===== src/rtl/vga_timing_gen.sv =====
// Parametrised VGA timing generator with look-ahead fetch coordinate and line/frame strobes.
// Latency: pix_en is combinational from the divider; every other output lags the counters by 1 clock.
// Backpressure: none; free-running. Optional sticky frame flag when VGA_FRAME_IRQ_EN is defined.
module vga_timing_gen #(
  parameter int H_VISIBLE  = 640,
  parameter int H_FRONT    = 16,
  parameter int H_SYNC     = 96,
  parameter int H_BACK     = 48,
  parameter int V_VISIBLE  = 480,
  parameter int V_FRONT    = 10,
  parameter int V_SYNC     = 2,
  parameter int V_BACK     = 33,
  parameter int H_POL      = 0,
  parameter int V_POL      = 0,
  parameter int CLK_DIV    = 2,
  parameter int FETCH_LEAD = 2,
  parameter int CNT_W      = 10
) (
  input  logic             clock,
  input  logic             clear,
  output logic             pix_en,
  output logic             hSync,
  output logic             vSync,
  output logic             bright,
  output logic [CNT_W-1:0] hCount,
  output logic [CNT_W-1:0] vCount,
  output logic [CNT_W-1:0] fetch_x,
  output logic [CNT_W-1:0] fetch_y,
  output logic             fetch_valid,
  output logic             line_start,
`ifdef VGA_FRAME_IRQ_EN
  output logic             frame_start,
  output logic             irq,
  input  logic             irq_ack
`else
  output logic             frame_start
`endif
);

  localparam int H_TOTAL = H_VISIBLE + H_FRONT + H_SYNC + H_BACK;
  localparam int V_TOTAL = V_VISIBLE + V_FRONT + V_SYNC + V_BACK;
  localparam int DIV_W   = (CLK_DIV > 1) ? $clog2(CLK_DIV) : 1;

  localparam logic [DIV_W-1:0] DIV_LAST   = DIV_W'(CLK_DIV - 1);
  localparam logic [CNT_W-1:0] H_LAST     = CNT_W'(H_TOTAL - 1);
  localparam logic [CNT_W-1:0] V_LAST     = CNT_W'(V_TOTAL - 1);
  localparam logic [CNT_W-1:0] H_VIS_LAST = CNT_W'(H_VISIBLE - 1);
  localparam logic [CNT_W-1:0] V_VIS_LAST = CNT_W'(V_VISIBLE - 1);

  // Comparisons run one bit wider so H_TOTAL == 2^CNT_W still fits.
  localparam logic [CNT_W:0] H_TOT_X  = (CNT_W+1)'(H_TOTAL);
  localparam logic [CNT_W:0] H_VIS_X  = (CNT_W+1)'(H_VISIBLE);
  localparam logic [CNT_W:0] V_VIS_X  = (CNT_W+1)'(V_VISIBLE);
  localparam logic [CNT_W:0] HS_BEG_X = (CNT_W+1)'(H_VISIBLE + H_FRONT);
  localparam logic [CNT_W:0] HS_END_X = (CNT_W+1)'(H_VISIBLE + H_FRONT + H_SYNC);
  localparam logic [CNT_W:0] VS_BEG_X = (CNT_W+1)'(V_VISIBLE + V_FRONT);
  localparam logic [CNT_W:0] VS_END_X = (CNT_W+1)'(V_VISIBLE + V_FRONT + V_SYNC);
  localparam logic [CNT_W:0] LEAD_X   = (CNT_W+1)'(FETCH_LEAD);

  localparam logic H_ACT = (H_POL != 0);
  localparam logic V_ACT = (V_POL != 0);

  logic [DIV_W-1:0] r_div;
  logic [CNT_W-1:0] r_h;
  logic [CNT_W-1:0] r_v;
  logic             r_adv;      // counters moved on the previous clock

  logic [CNT_W-1:0] r_hcount;
  logic [CNT_W-1:0] r_vcount;
  logic [CNT_W-1:0] r_fetch_x;
  logic [CNT_W-1:0] r_fetch_y;
  logic             r_fetch_valid;
  logic             r_hsync;
  logic             r_vsync;
  logic             r_bright;
  logic             r_line_start;
  logic             r_frame_start;

  logic             w_pix_en;
  logic [CNT_W:0]   w_h_x;
  logic [CNT_W:0]   w_v_x;
  logic [CNT_W:0]   w_sum;
  logic [CNT_W:0]   w_sum_wrap;
  logic             w_wrap;
  logic [CNT_W-1:0] w_v_next;
  logic [CNT_W-1:0] w_fx;
  logic [CNT_W-1:0] w_fy;
  logic             w_fvalid;
  logic             w_hs_act;
  logic             w_vs_act;
  logic             w_bright;

  assign w_pix_en = (r_div == DIV_LAST);

  // Clock divider: one pixel advance every CLK_DIV clocks
  always_ff @(posedge clock) begin
    if (clear) begin
      r_div <= '0;
    end else if (w_pix_en) begin
      r_div <= '0;
    end else begin
      r_div <= r_div + DIV_W'(1);
    end
  end

  // Raster counters: h wraps at end of line and carries into v
  always_ff @(posedge clock) begin
    if (clear) begin
      r_h <= '0;
      r_v <= '0;
    end else if (w_pix_en) begin
      if (r_h == H_LAST) begin
        r_h <= '0;
        r_v <= (r_v == V_LAST) ? '0 : r_v + CNT_W'(1);
      end else begin
        r_h <= r_h + CNT_W'(1);
      end
    end
  end

  // Remember an advance so the strobes fire only on the first clock of a new position
  always_ff @(posedge clock) begin
    if (clear) begin
      r_adv <= 1'b0;
    end else begin
      r_adv <= w_pix_en;
    end
  end

  assign w_h_x      = {1'b0, r_h};
  assign w_v_x      = {1'b0, r_v};
  assign w_sum      = w_h_x + LEAD_X;
  assign w_sum_wrap = w_sum - H_TOT_X;
  assign w_wrap     = (w_sum >= H_TOT_X);
  assign w_v_next   = (r_v == V_LAST) ? '0 : r_v + CNT_W'(1);
  assign w_fx       = w_wrap ? w_sum_wrap[CNT_W-1:0] : w_sum[CNT_W-1:0];
  assign w_fy       = w_wrap ? w_v_next : r_v;
  assign w_fvalid   = ({1'b0, w_fx} < H_VIS_X) && ({1'b0, w_fy} < V_VIS_X);
  assign w_hs_act   = (w_h_x >= HS_BEG_X) && (w_h_x < HS_END_X);
  assign w_vs_act   = (w_v_x >= VS_BEG_X) && (w_v_x < VS_END_X);
  assign w_bright   = (w_h_x < H_VIS_X) && (w_v_x < V_VIS_X);

  // Register every pixel-path output from the counter state
  always_ff @(posedge clock) begin
    if (clear) begin
      r_hcount      <= '0;
      r_vcount      <= '0;
      r_fetch_x     <= '0;
      r_fetch_y     <= '0;
      r_fetch_valid <= 1'b0;
      r_hsync       <= ~H_ACT;
      r_vsync       <= ~V_ACT;
      r_bright      <= 1'b0;
      r_line_start  <= 1'b0;
      r_frame_start <= 1'b0;
    end else begin
      r_hcount      <= r_h;
      r_vcount      <= r_v;
      r_fetch_x     <= w_fx;
      r_fetch_y     <= w_fy;
      r_fetch_valid <= w_fvalid;
      r_hsync       <= w_hs_act ? H_ACT : ~H_ACT;
      r_vsync       <= w_vs_act ? V_ACT : ~V_ACT;
      r_bright      <= w_bright;
      r_line_start  <= r_adv && (r_h == '0);
      r_frame_start <= r_adv && (r_h == '0) && (r_v == '0);
    end
  end

  assign pix_en      = w_pix_en;
  assign hCount      = r_hcount;
  assign vCount      = r_vcount;
  assign fetch_x     = r_fetch_x;
  assign fetch_y     = r_fetch_y;
  assign fetch_valid = r_fetch_valid;
  assign hSync       = r_hsync;
  assign vSync       = r_vsync;
  assign bright      = r_bright;
  assign line_start  = r_line_start;
  assign frame_start = r_frame_start;

`ifdef VGA_FRAME_IRQ_EN
  logic r_irq;

  // Sticky flag raised when the last visible pixel is passed; a set beats a same-clock ack
  always_ff @(posedge clock) begin
    if (clear) begin
      r_irq <= 1'b0;
    end else if (w_pix_en && (r_h == H_VIS_LAST) && (r_v == V_VIS_LAST)) begin
      r_irq <= 1'b1;
    end else if (irq_ack) begin
      r_irq <= 1'b0;
    end
  end

  assign irq = r_irq;
`endif

endmodule


===== config.mk =====
export PLATFORM = sky130hd
export DESIGN_NAME = vga_timing_gen
export DESIGN_NICKNAME = d
export VERILOG_FILES = /design/src/rtl/vga_timing_gen.sv
export SDC_FILE = /design/constraint.sdc
export NUM_CORES = 1
export LEC_CHECK = 0
export ABC_AREA = 1
export CORE_ASPECT_RATIO = 2
export CORE_MARGIN = 3
export CORE_UTILIZATION = 47
export DETAILED_ROUTE_END_ITERATION = 8
export GPL_TIMING_DRIVEN = 0
export MAX_ROUTING_LAYER = met4
export PLACE_DENSITY = 0.75
export RECOVER_POWER = 100
export SETUP_SLACK_MARGIN = 0.3
export SYNTH_ARGS = -nofsm -noshare
export SYNTH_HDL_FRONTEND = slang
export SYNTH_SLANG_ARGS = --single-unit

===== constraint.sdc =====
create_clock -name clock -period 2.11 [get_ports clock]
set_clock_uncertainty 0.05 [all_clocks]
set_input_delay 0.211 -clock clock [delete_from_list [all_inputs] [get_ports clock]]
set_output_delay 0.211 -clock clock [all_outputs]
set_load 0.03 [all_outputs]

==> summary.txt, run 1 <==
Run status
  – Status: finished with violations
  – Violated checks: negative setup slack

Yosys
  – Mapped cell area: 2840 µm²
  – Number of synthesized flops with an enable pin: 0
  – Top cell type by total area after synthesis: dfxtp_1
  – Number of register bits inferred by synthesis: 67
  – Ys async rst share: 0%
  – Syn_area_per_cell: 7.66 µm²
  – Dominant cells by area after synthesis: dfxtp_1 47%, nand2_1 9.1%, nor2_1 8.6%, inv_1 5.3%, ha_1 4.0%
  – Netlist cell types: 32
  – Post-Synthesis Cells: 370
  – Sequential fraction of the synthesis area: 47.3%
  – Post-synth top cells: 69 x nand2_1, 67 x dfxtp_1, 65 x nor2_1
  – Count leader, synth: nand2_1
  – Synth top area share: 47.3%
  – Synth warn: 0
  – Ys flop type: dfxtp_1
  – Mapped Nets: 381

Floorplanning
  – Die H: 116 µm
  – Site Rows: 39
  – # IOs: 49
  – Starting Density: 49.2%
  – Core box area: 5760 µm²
  – Die ar.: 7060 µm²
  – Die X: 60.9 µm

Setup path
  – Slowest-stage cell, CP: dfxtp_4
  – CP Class: reg -> reg
  – Worst path arrival time: 2.33 ns
  – Setup crit end kind: flop
  – CP peak stage delay: 0.39 ns
  – Critical path's most frequent cell: nand2_1
  – CP Data Required Time: 2.33 ns
  – CP Cell Sequence: clkinvlp_4 -> buf_12 -> nor2_4 -> nand2_2 -> nand2_1 -> nand2_2 -> nand2_1 -> nor2_1 -> nor2_4 -> nand3_4 -> buf_6 -> buf_8 -> nand2_1 -> nand2_1 -> a21oi_2
  – Nature of the critical path startpoint: flop
  – CP max FO: 10

Routing
  – Drt drc: 0
  – Final ANT Viol Nets: 0
  – Drt wl/cell: 15.2 µm
  – Routed via count: 2816
  – DRT Pass-1 Iters: 4
  – Iter 0 DRT Violations: 135
  – Routed wire length: 7.87 mm
  – Vias/cell: 5.44

Clocking
  – CTS tree: yes
  – CTS Buf Count: 9
  – Worst-path clk slew: 0.05 ns
  – H-tree depth: 3
  – TritonCTS Sinks: 67
  – Clk_lat worst skew: 0.34 ns
  – Root buf cell: clkbuf_16
  – Hold buffers post-CTS: 0
  – Clock Tree Buf Depth: 2

Global routing
  – First-pass GRT wire length: 12.7 mm
  – Overall Global Routing Usage: 25.3%
  – Largest net degree at the start of global routing: 12
  – Antenna violations before repair: 0
  – Number of global-route vias before repair: 2794
  – Gr ovfl total: 0

Pwr
  – Final Power: 2.99 mW
  – Flop pwr share: 43.1%
  – VDD IR max: 468 µV
  – Gate power share: 4.3%
  – Switching portion of total power: 20.8%
  – Clock Power Share: 52.6%
  – Leak: 1.81 nW
  – Cell-internal power: 2.37 mW
  – P_sw: 0.622 mW
  – Pwr dens: 730 nW/µm²

STA
  – Slew headroom: 59.7%
  – Tmin final: 2.11 ns
  – Tcrit/Tclk final: 100%
  – Worst hold slack: 0.460 ns
  – Fmax: 0.474 GHz
  – Worst slew pin tran: 0.605 ns
  – RSZ-0062 raised after global routing: true
  – Final slew viol count: 0
  – Final setup margin: -0.000201 ns
  – Hold Vio Cnt, Final: 0
  – Setup violations, final: 1

Flow run
  – Max-cap viol count: 0

Placement
  – PortBufs: 48
  – Hpwl dp: 5.78 mm
  – GP Congestion: 0.972

Layout
  – Area delta synth->final: 44.4%
  – Share of layout cells above drive strength 1: 22.1%
  – # diodes: 0
  – Net count, final: 463

Min path
  – Hold WC Path Type: in -> reg
-- flip-flops by register name, indices dropped and copies added, names as in the netlist --
signal and flops:
hSync 1, vCount 10, fetch_valid 1, line_start 1, pix_en 1, r_h 10, r_adv 1, vSync 1
r_v 10, frame_start 1, hCount 10, bright 1, fetch_y 10, fetch_x 9
-- layer usage --
| layer | up-vias | GRT usage, % | part of all wire [%] |
|---|---|---|---|
| met3 | 53 | 4.79 | 3.7 |
| met4 | 0 | 19.0 | 7.2 |
| li1 | 1369 | - | - |
| met5 | - | - | 0 |
| met2 | 89 | 45.5 | 57 |
| met1 | 1305 | 21.3 | 32 |
-- per-stage QoR --
step | util, % | TNS (ns) | setup WS, ns | std cells | area (µm²)
after global routing | 71.1 | -0.772 | -0.173 | 518 | 4100
final | 71.1 | -0.000201 | -0.000201 | 518 | 4100
after CTS | 69.9 | 0 | 0.0282 | 515 | 4020
after floorplan | - | 0 | 0.159 | 370 | 2900
after detailed placement | 60.1 | -0.671 | -0.155 | 479 | 3460
after global placement | 60.1 | -0.629 | -0.152 | 479 | 3460
-- final cells by class --
class                   count  area [µm²]
well taps                  61        76.3
clock inverters             4        45.0
multi-input cells         251        1440
plain buffers              11        71.3
flip-flops and latches     67        1350
inverters                  41         158
repair buffers             71         678
clock buffers              12         278
fillers                   461        1660
-- logic make-up (layout without fill, tap and decap cells) --
logic type | count (synthesis) | after routing | synth area share [%]
and+or+nand+nor | 185 | 185 | 28.8
buffers and inverters | 52 | 139 | 7.77
adders and majority gates | 9 | 9 | 3.97
xor gates and xnor gates | 6 | 6 | 1.85
DFF | 67 | 67 | 47.3
AOI/OAI and AO/OA | 51 | 51 | 10.3
-- worst max-delay path, delay by kind of cell, from the launching register on --
| kind | cells | cell delay (ns) |
|---|---|---|
| compound gates | 1 | 0.15 |
| buf+inv | 4 | 0.56 |
| flops | 1 | 0.39 |
| simple gates | 10 | 0.88 |
-- worst paths after layout --
path / cells past startpoint / to / slack (ns) / start
max: 15 / fetch_x[6]$_SDFF_PP0_ / -0.0002 / r_h[1]$_SDFFE_PP0P_
min: 2 / r_adv$_SDFF_PP0_ / 0.46 / clear
max reg2reg: 15 / fetch_x[6]$_SDFF_PP0_ / -0.0002 / r_h[1]$_SDFFE_PP0P_
min reg2reg: 1 / frame_start$_SDFF_PP0_ / 0.46 / r_v[8]$_SDFFE_PP0P_
-- cell usage in the layout (no fill, tap or decap), types with 3 or more instances in the layout --
cell type and n:
nand3_1 13, buf_4 23, nand2_2 13, dfxtp_2 3, clkbuf_16 10, inv_1 35, clkinv_2 3, buf_1 3
nor2_4 5, clkbuf_1 3, nor3_1 4, inv_2 5, nand4_1 10, dlygate4sd3_1 33, dfxtp_1 62, clkdlybuf4s50_1 15
nand3_2 4, nor2_1 62, o21ai_2 6, xor2_1 6, o21ai_0 13, o21ai_1 3, a21oi_1 10, nor4_1 5
nor2_2 3, a21oi_2 6, ha_1 7, nand2_1 60, o22ai_1 5
-- power by group through the flow --
| stage | Sequential [mW] | Clock (mW) | Combinational, mW |
|---|---|---|---|
| after global routing | 1.29 | 1.64 | 0.141 |
| after detailed placement | 1.32 | 0 | 0.114 |
| after global placement | 1.32 | 0 | 0.113 |
| after floorplan | 1.33 | 0 | 0.0503 |
| after CTS | 1.29 | 1.59 | 0.130 |
| final | 1.29 | 1.57 | 0.129 |
-- repair_timing --
| action | CTS | global route |
|---|---|---|
| gates resized for setup | 23 | 18 |
| setup endpoints to repair | 16 | 25 |
| cloned | 1 | 0 |
| pin swaps | 14 | 7 |
| buffers inserted | 19 | 3 |
| hold endpoints to repair | 0 | 0 |
No activity file was read; power rests on OpenSTA's default activity.
==> run 2, diff against run 1 <==
Settings changed: CORE_UTILIZATION 47 to 50, CTS_CLUSTER_SIZE from default to 24, PLACE_DENSITY 0.75 to 0.76, REMOVE_ABC_BUFFERS from default to 1.
Clock period 2.11 ns to 2.16 ns, I/O delays scaled along.
==> summary.txt, run 2 (synthesized netlist as in run 1, its figures left out) <==
Run status
  – Status: finished, final reports clean

Flow run
  – Max-cap viol count: 0 (unchanged)

Routing
  – Routed wire length: 8.35 mm (+6.1%)
  – Routed via count: 2906 (+3.2%)
  – Final ANT Viol Nets: 0 (unchanged)
  – Drt wl/cell: 16.2 µm (+6.7%)
  – Met2 Wirelength: 4.51 mm (+0.74%)
  – Met3 WL post-DR: 484 µm (+66%)
  – Vias/cell: 5.64 (+3.8%)
  – Drt drc: 0 (unchanged)
  – Top routing layer used: met4
  – Iter 0 DRT Violations: 229 (+70%)
  – DRT Pass-1 Iters: 5 (+1)
  – Met1 wire length: 2.76 mm (+9.1%)

Clocking
  – Root buf cell: clkbuf_8
  – TritonCTS Sinks: 67 (unchanged)
  – H-tree depth: 3 (unchanged)
  – Clock Tree Buf Depth: 2 (unchanged)
  – Clk_lat worst skew: 0.35 ns (about the same)
  – Worst-path clk slew: 0.07 ns (+0.02 ns)
  – CTS Buf Count: 9 (unchanged)
  – Hold buffers post-CTS: 0 (unchanged)
  – CTS tree: yes

Placement
  – PortBufs: 48 (unchanged)
  – Placed cell area: 3320 µm² (-3.9%)
  – Hpwl dp: 5.20 mm (-9.9%)
  – Post-Place Cells: 467 (-2.5%)
  – GP Congestion: 0.910 (-6.4%)

Setup path
  – Nature of the critical path startpoint: flop
  – Critical path's most frequent cell: nand2_1
  – CP max FO: 5 (-5)
  – Setup crit end kind: flop
  – CP Data Required Time: 2.36 ns (+0.03 ns)
  – CP Cell Sequence: ha_4 -> nand2_4 -> nor2_4 -> nand2_1 -> nand2_2 -> inv_2 -> ha_4 -> nor2_4 -> nand3_4 -> buf_12 -> nand4_1 -> nand2_2 -> nor2_1 -> nand2_1 -> nand2_1 -> nor2_1
  – Worst path arrival time: 2.33 ns (about the same)
  – Slowest-stage cell, CP: dfxtp_4
  – CP peak stage delay: 0.39 ns (about the same)
  – CP Class: reg -> reg

STA
  – Tmin final: 2.13 ns (+0.0186 ns)
  – RSZ-0062 raised after global routing: true
  – Tcrit/Tclk final: 98.6% (-1.5 points)
  – Hold Vio Cnt, Final: 0 (unchanged)
  – Setup TNS: 0 ns (+0.000201 ns)
  – Final slew viol count: 0 (unchanged)
  – Slew headroom: 46.8% (-13 points)
  – Worst slew pin tran: 0.797 ns (+0.192 ns)
  – Setup violations, final: 0 (-1)
  – Fmax: 0.470 GHz (-0.87%)

Min path
  – Hold WC Path Type: in -> reg

Layout
  – Net count, final: 461 (-0.43%)
  – Most frequent cells in the layout: 59 x nor2_1, 59 x dfxtp_1, 49 x nand2_1
  – Area delta synth->final: 44.7%
  – Fin area: 4100 µm² (+0.18%)
  – Share of layout cells above drive strength 1: 27.7% (+5.6 points)
  – Non-filler instance count after layout: 515 (-0.58%)
  – # diodes: 0 (unchanged)
  – Core Util, Final: 75.0% (+3.9 points)

Floorplanning
  – Die H: 112 µm (-2.9%)
  – Die ar.: 6660 µm² (-5.6%)
  – Die X: 59.2 µm (-2.7%)
  – Starting Density: 51.9% (+2.6 points)
  – Site Rows: 38 (-2.6%)
  – Core box area: 5470 µm² (-5.0%)
  – # IOs: 49 (unchanged)

Global routing
  – Antenna violations before repair: 0 (unchanged)
  – Number of global-route vias before repair: 2729 (-2.3%)
  – First-pass GRT wire length: 12.6 mm (-0.65%)
  – Gr ovfl total: 0 (unchanged)
  – Largest net degree at the start of global routing: 40 (+28)
  – Overall Global Routing Usage: 26.0% (+0.69 points)

Pwr
  – Leak: 1.74 nW (-4.0%)
  – Pwr dens: 562 nW/µm² (-23%)
  – VDD IR max: 841 µV (+80%)
  – Final Power: 2.31 mW (-23%)
run 2: changes by cell type in the layout (fill, tap and decap cells not counted), sizes merged:
cell,change
dlygate4sd3,-33
clkdlybuf4s50,+31
clkbuf,-2
nand3,+2
buf,+1
bufinv,-1
clkinv,-1
dlygate4sd2,+1
run 2: report_power, final:
group	internal (mW)	leakage, nW	switching, mW	total, mW
sequential	1.25	0.547	0.0123	1.26
clock	0.477	0.0905	0.450	0.927
combinational	0.0436	1.10	0.0791	0.123
run 2: cell type report:
| class | count | area (µm²) |
|---|---|---|
| clock buffers | 14 | 163 |
| clock inverters | 2 | 10.0 |
| fillers | 375 | 1370 |
| inverters | 41 | 158 |
| multi-input cells | 253 | 1570 |
| flip-flops and latches | 67 | 1360 |
| well taps | 60 | 75.1 |
| repair buffers | 78 | 768 |
run 2: repair_timing:
item | 4_1_cts | 5_1_grt
buffers inserted | 19 | 11
pin swaps | 26 | 14
resized for setup | 58 | 46
cloned | 2 | 0
hold endpoints to repair | 0 | 0
setup endpoints to repair | 39 | 28
run 2: metrics by stage:
stage / hold slack (ns) / setup slack [ns]
final: 0.369 / 0.0312
after global placement: 0.452 / -0.968
after detailed placement: 0.453 / -0.988
after CTS: 0.350 / 0.153
after global routing: 0.403 / -0.0532
after floorplan: 0.233 / -0.147
run 2: metal layers:
layer	track usage, %	up-vias
li1	-	1366
met1	23.6	1352
met2	44.9	132
met3	5.64	56
met4	18.5	0
met5	-	-
run 2: final timing paths:
path                       start                      to  slack (ns)  cells past startpoint
max          r_h[2]$_SDFFE_PP0P_  fetch_valid$_SDFF_PP0_        0.03                     16
min                        clear   fetch_x[1]$_SDFF_PP0_        0.37                      2
max reg2reg  r_h[2]$_SDFFE_PP0P_  fetch_valid$_SDFF_PP0_        0.03                     16
min reg2reg  r_v[8]$_SDFFE_PP0P_  frame_start$_SDFF_PP0_        0.49                      1
run 2: critical path: cells and delay by family, from the launching register on:
family / cells / cell delay, ns
adders and majority gates: 2 / 0.33
DFF: 1 / 0.39
and+or+nand+nor: 12 / 1.05
buffers and inverters: 2 / 0.22
==> run 3, diff against run 2 <==
Settings changed: DONT_BUFFER_PORTS from default to 1, PLACE_DENSITY 0.76 to default.
==> summary.txt, run 3 (synthesized netlist as in run 1, its figures left out) <==
Routing
  – Iter 0 DRT Violations: 100 (-56%)
  – Final ANT Viol Nets: 0 (unchanged)
  – DRT Pass-1 Iters: 4 (-1)
  – Drt wl/cell: 16.6 µm (+2.2%)
  – Routed via count: 2670 (-8.1%)
  – Drt drc: 0 (unchanged)
  – Vias/cell: 5.51 (-2.4%)
  – Routed wire length: 8.04 mm (-3.8%)

Setup path
  – Setup crit end kind: flop
  – CP peak stage delay: 0.39 ns (about the same)
  – CP Data Required Time: 2.37 ns (about the same)
  – Flop-to-flop setup slack: 0.03 ns (about the same)
  – Crit Reg-Reg Startpoint: r_h[1]$_SDFFE_PP0P_
  – CP max FO: 8 (+3)
  – Reg2reg path depth: 14 (-2)
  – Nature of the critical path startpoint: flop
  – Worst path arrival time: 2.33 ns (about the same)
  – CP Cell Sequence: clkinvlp_4 -> nor2_4 -> buf_6 -> nand3_1 -> nand2_1 -> nor2_4 -> nand2_4 -> nand3_4 -> nand2_2 -> nand2_2 -> nor2_1 -> nand2_1 -> nand2_1 -> nor2_1
  – Slowest-stage cell, CP: dfxtp_4
  – CP Class: reg -> reg
  – FF-to-FF End: fetch_valid$_SDFF_PP0_
  – Critical path's most frequent cell: nand2_1

Clocking
  – CTS tree: yes
  – Clk_lat worst skew: 0.36 ns (about the same)
  – Clock Tree Buf Depth: 2 (unchanged)
  – Worst-path clk slew: 0.06 ns (about the same)
  – H-tree depth: 3 (unchanged)
  – CTS Buf Count: 9 (unchanged)
  – Root buf cell: clkbuf_8
  – TritonCTS Sinks: 67 (unchanged)

STA
  – Worst hold slack: -0.129 ns (-0.498 ns)
  – Tmin final: 2.13 ns (-0.00287 ns)
  – RSZ-0062 raised after global routing: true
  – Setup violations, final: 0 (unchanged)
  – Hold Vio Cnt, Final: 10 (+10)
  – Final setup margin: 0.0341 ns (+0.00287 ns)
  – Worst slew pin tran: 0.586 ns (-0.211 ns)
  – Tcrit/Tclk final: 98.4% (-0.13 points)
  – Final slew viol count: 0 (unchanged)
  – Fmax: 0.470 GHz (+0.13%)
  – Slew headroom: 60.9% (+14 points)

Floorplanning
  – Core box area: 5470 µm² (unchanged)
  – Site Rows: 38 (unchanged)
  – Die H: 112 µm (unchanged)
  – # IOs: 49 (unchanged)
  – Die ar.: 6660 µm² (unchanged)
  – Starting Density: 51.9% (unchanged)
  – Die X: 59.2 µm (unchanged)

Global routing
  – First-pass GRT wire length: 12.7 mm (+0.55%)
  – Overall Global Routing Usage: 26.6% (+0.64 points)
  – Largest net degree at the start of global routing: 40 (unchanged)
  – Antenna violations before repair: 0 (unchanged)
  – Number of global-route vias before repair: 2686 (-1.6%)
  – Gr ovfl total: 0 (unchanged)

Layout
  – # diodes: 0 (unchanged)
  – Non-filler instance count after layout: 485 (-5.8%)
  – Fin area: 3820 µm² (-6.9%)
  – Share of layout cells above drive strength 1: 25.6% (-2.0 points)
  – Area delta synth->final: 34.7%
  – Net count, final: 435 (-5.6%)
  – Commonest non-fill, non-tap cell in the layout: dfxtp_1
  – Most frequent cells in the layout: 60 x dfxtp_1, 58 x nor2_1, 49 x nand2_1

Placement
  – Placed cell area: 2840 µm² (-14%)
  – Post-Place Cells: 419 (-10%)
  – GP Congestion: 0.886 (-2.6%)
  – Pre-CTS setup slack: -0.694 ns (+0.294 ns)
  – Hpwl dp: 5.17 mm (-0.62%)
  – PortBufs: 0 (-100%)

Pwr
  – Pwr dens: 587 nW/µm² (+4.4%)
  – VDD IR max: 785 µV (-6.7%)
  – Leak: 1.69 nW (-2.8%)

Flow run
  – Max-cap viol count: 0 (unchanged)

Run status
  – Status: finished with violations
  – Violated checks: negative hold slack

Min path
  – Worst Hold End: fetch_y[7]$_SDFF_PP0_
  – Hold WC Path Type: in -> reg
  – Hold path cells: 1 (-1)
  – Min-Delay Startpoint: clear
## run 3: changes by cell type in the layout (fill, tap and decap cells not counted), sizes merged
cell           delta
clkinv            -2
clkdlybuf4s50    -46
nand3             +1
dlygate4sd3      +28
buf               -9
clkbuf            -1
dlygate4sd2       -1
## run 3: area by class of cell
class                   count  area [µm²]
multi-input cells         254        1560
well taps                  60        75.1
repair buffers             51         513
inverters                  41         160
flip-flops and latches     67        1360
clock buffers              12         155
fillers                   442        1650
## run 3: worst max-delay path by stage
stage | from | endpoint | slack [ns]
2_1_floorplan | r_h[2]$_SDFFE_PP0P_ | fetch_valid$_SDFF_PP0_ | -0.15
3_3_place_gp | r_h[2]$_SDFFE_PP0P_ | fetch_valid$_SDFF_PP0_ | -0.66
3_5_place_dp | r_h[2]$_SDFFE_PP0P_ | fetch_valid$_SDFF_PP0_ | -0.69
4_1_cts | r_h[1]$_SDFFE_PP0P_ | fetch_valid$_SDFF_PP0_ | 0.13
5_1_grt | r_h[1]$_SDFFE_PP0P_ | fetch_valid$_SDFF_PP0_ | -0.08
6_report | r_h[1]$_SDFFE_PP0P_ | fetch_valid$_SDFF_PP0_ | 0.03
## run 3: worst max-delay path: cells and delay by family (launching register included)
family                 cells  cell delay, ns
DFF                        1            0.39
buffers and inverters      2            0.31
and+or+nand+nor           12            1.27
## run 3: what timing repair did
| item | CTS | global route |
|---|---|---|
| setup endpoints to repair | 17 | 30 |
| pin swaps | 27 | 22 |
| gates cloned | 3 | 0 |
| hold endpoints to repair | 39 | 11 |
| hold buffers | 27 | 1 |
| gates resized for setup | 58 | 42 |
| setup buffers | 19 | 4 |
## run 3: where the power goes
part | switching, mW | leakage [nW] | total [mW] | internal [mW]
clock network | 0.429 | 0.0803 | 0.882 | 0.454
logic | 0.0434 | 1.06 | 0.0774 | 0.0340
registers | 0.0362 | 0.547 | 1.28 | 1.25
## run 3: metrics by stage
| step | power, mW | setup TNS [ns] | utilization, % |
|---|---|---|---|
| after floorplan | 1.34 | -0.204 | - |
| after global placement | 1.36 | -7.03 | 52.0 |
| after detailed placement | 1.36 | -7.45 | 52.0 |
| after CTS | 2.25 | 0 | 67.3 |
| after global routing | 2.33 | -0.0993 | 69.9 |
| final | 2.24 | 0 | 69.9 |
## run 3: metal layers
| metal | wire (µm) | part of all wire, % | vias up | GRT usage [%] |
|---|---|---|---|---|
| li1 | - | - | 1311 | - |
| met1 | 2620 | 33 | 1221 | 23.2 |
| met2 | 4630 | 58 | 100 | 47.0 |
| met3 | 351 | 4.4 | 38 | 5.75 |
| met4 | 430 | 5.4 | 0 | 18.9 |
| met5 | 0 | 0 | - | - |
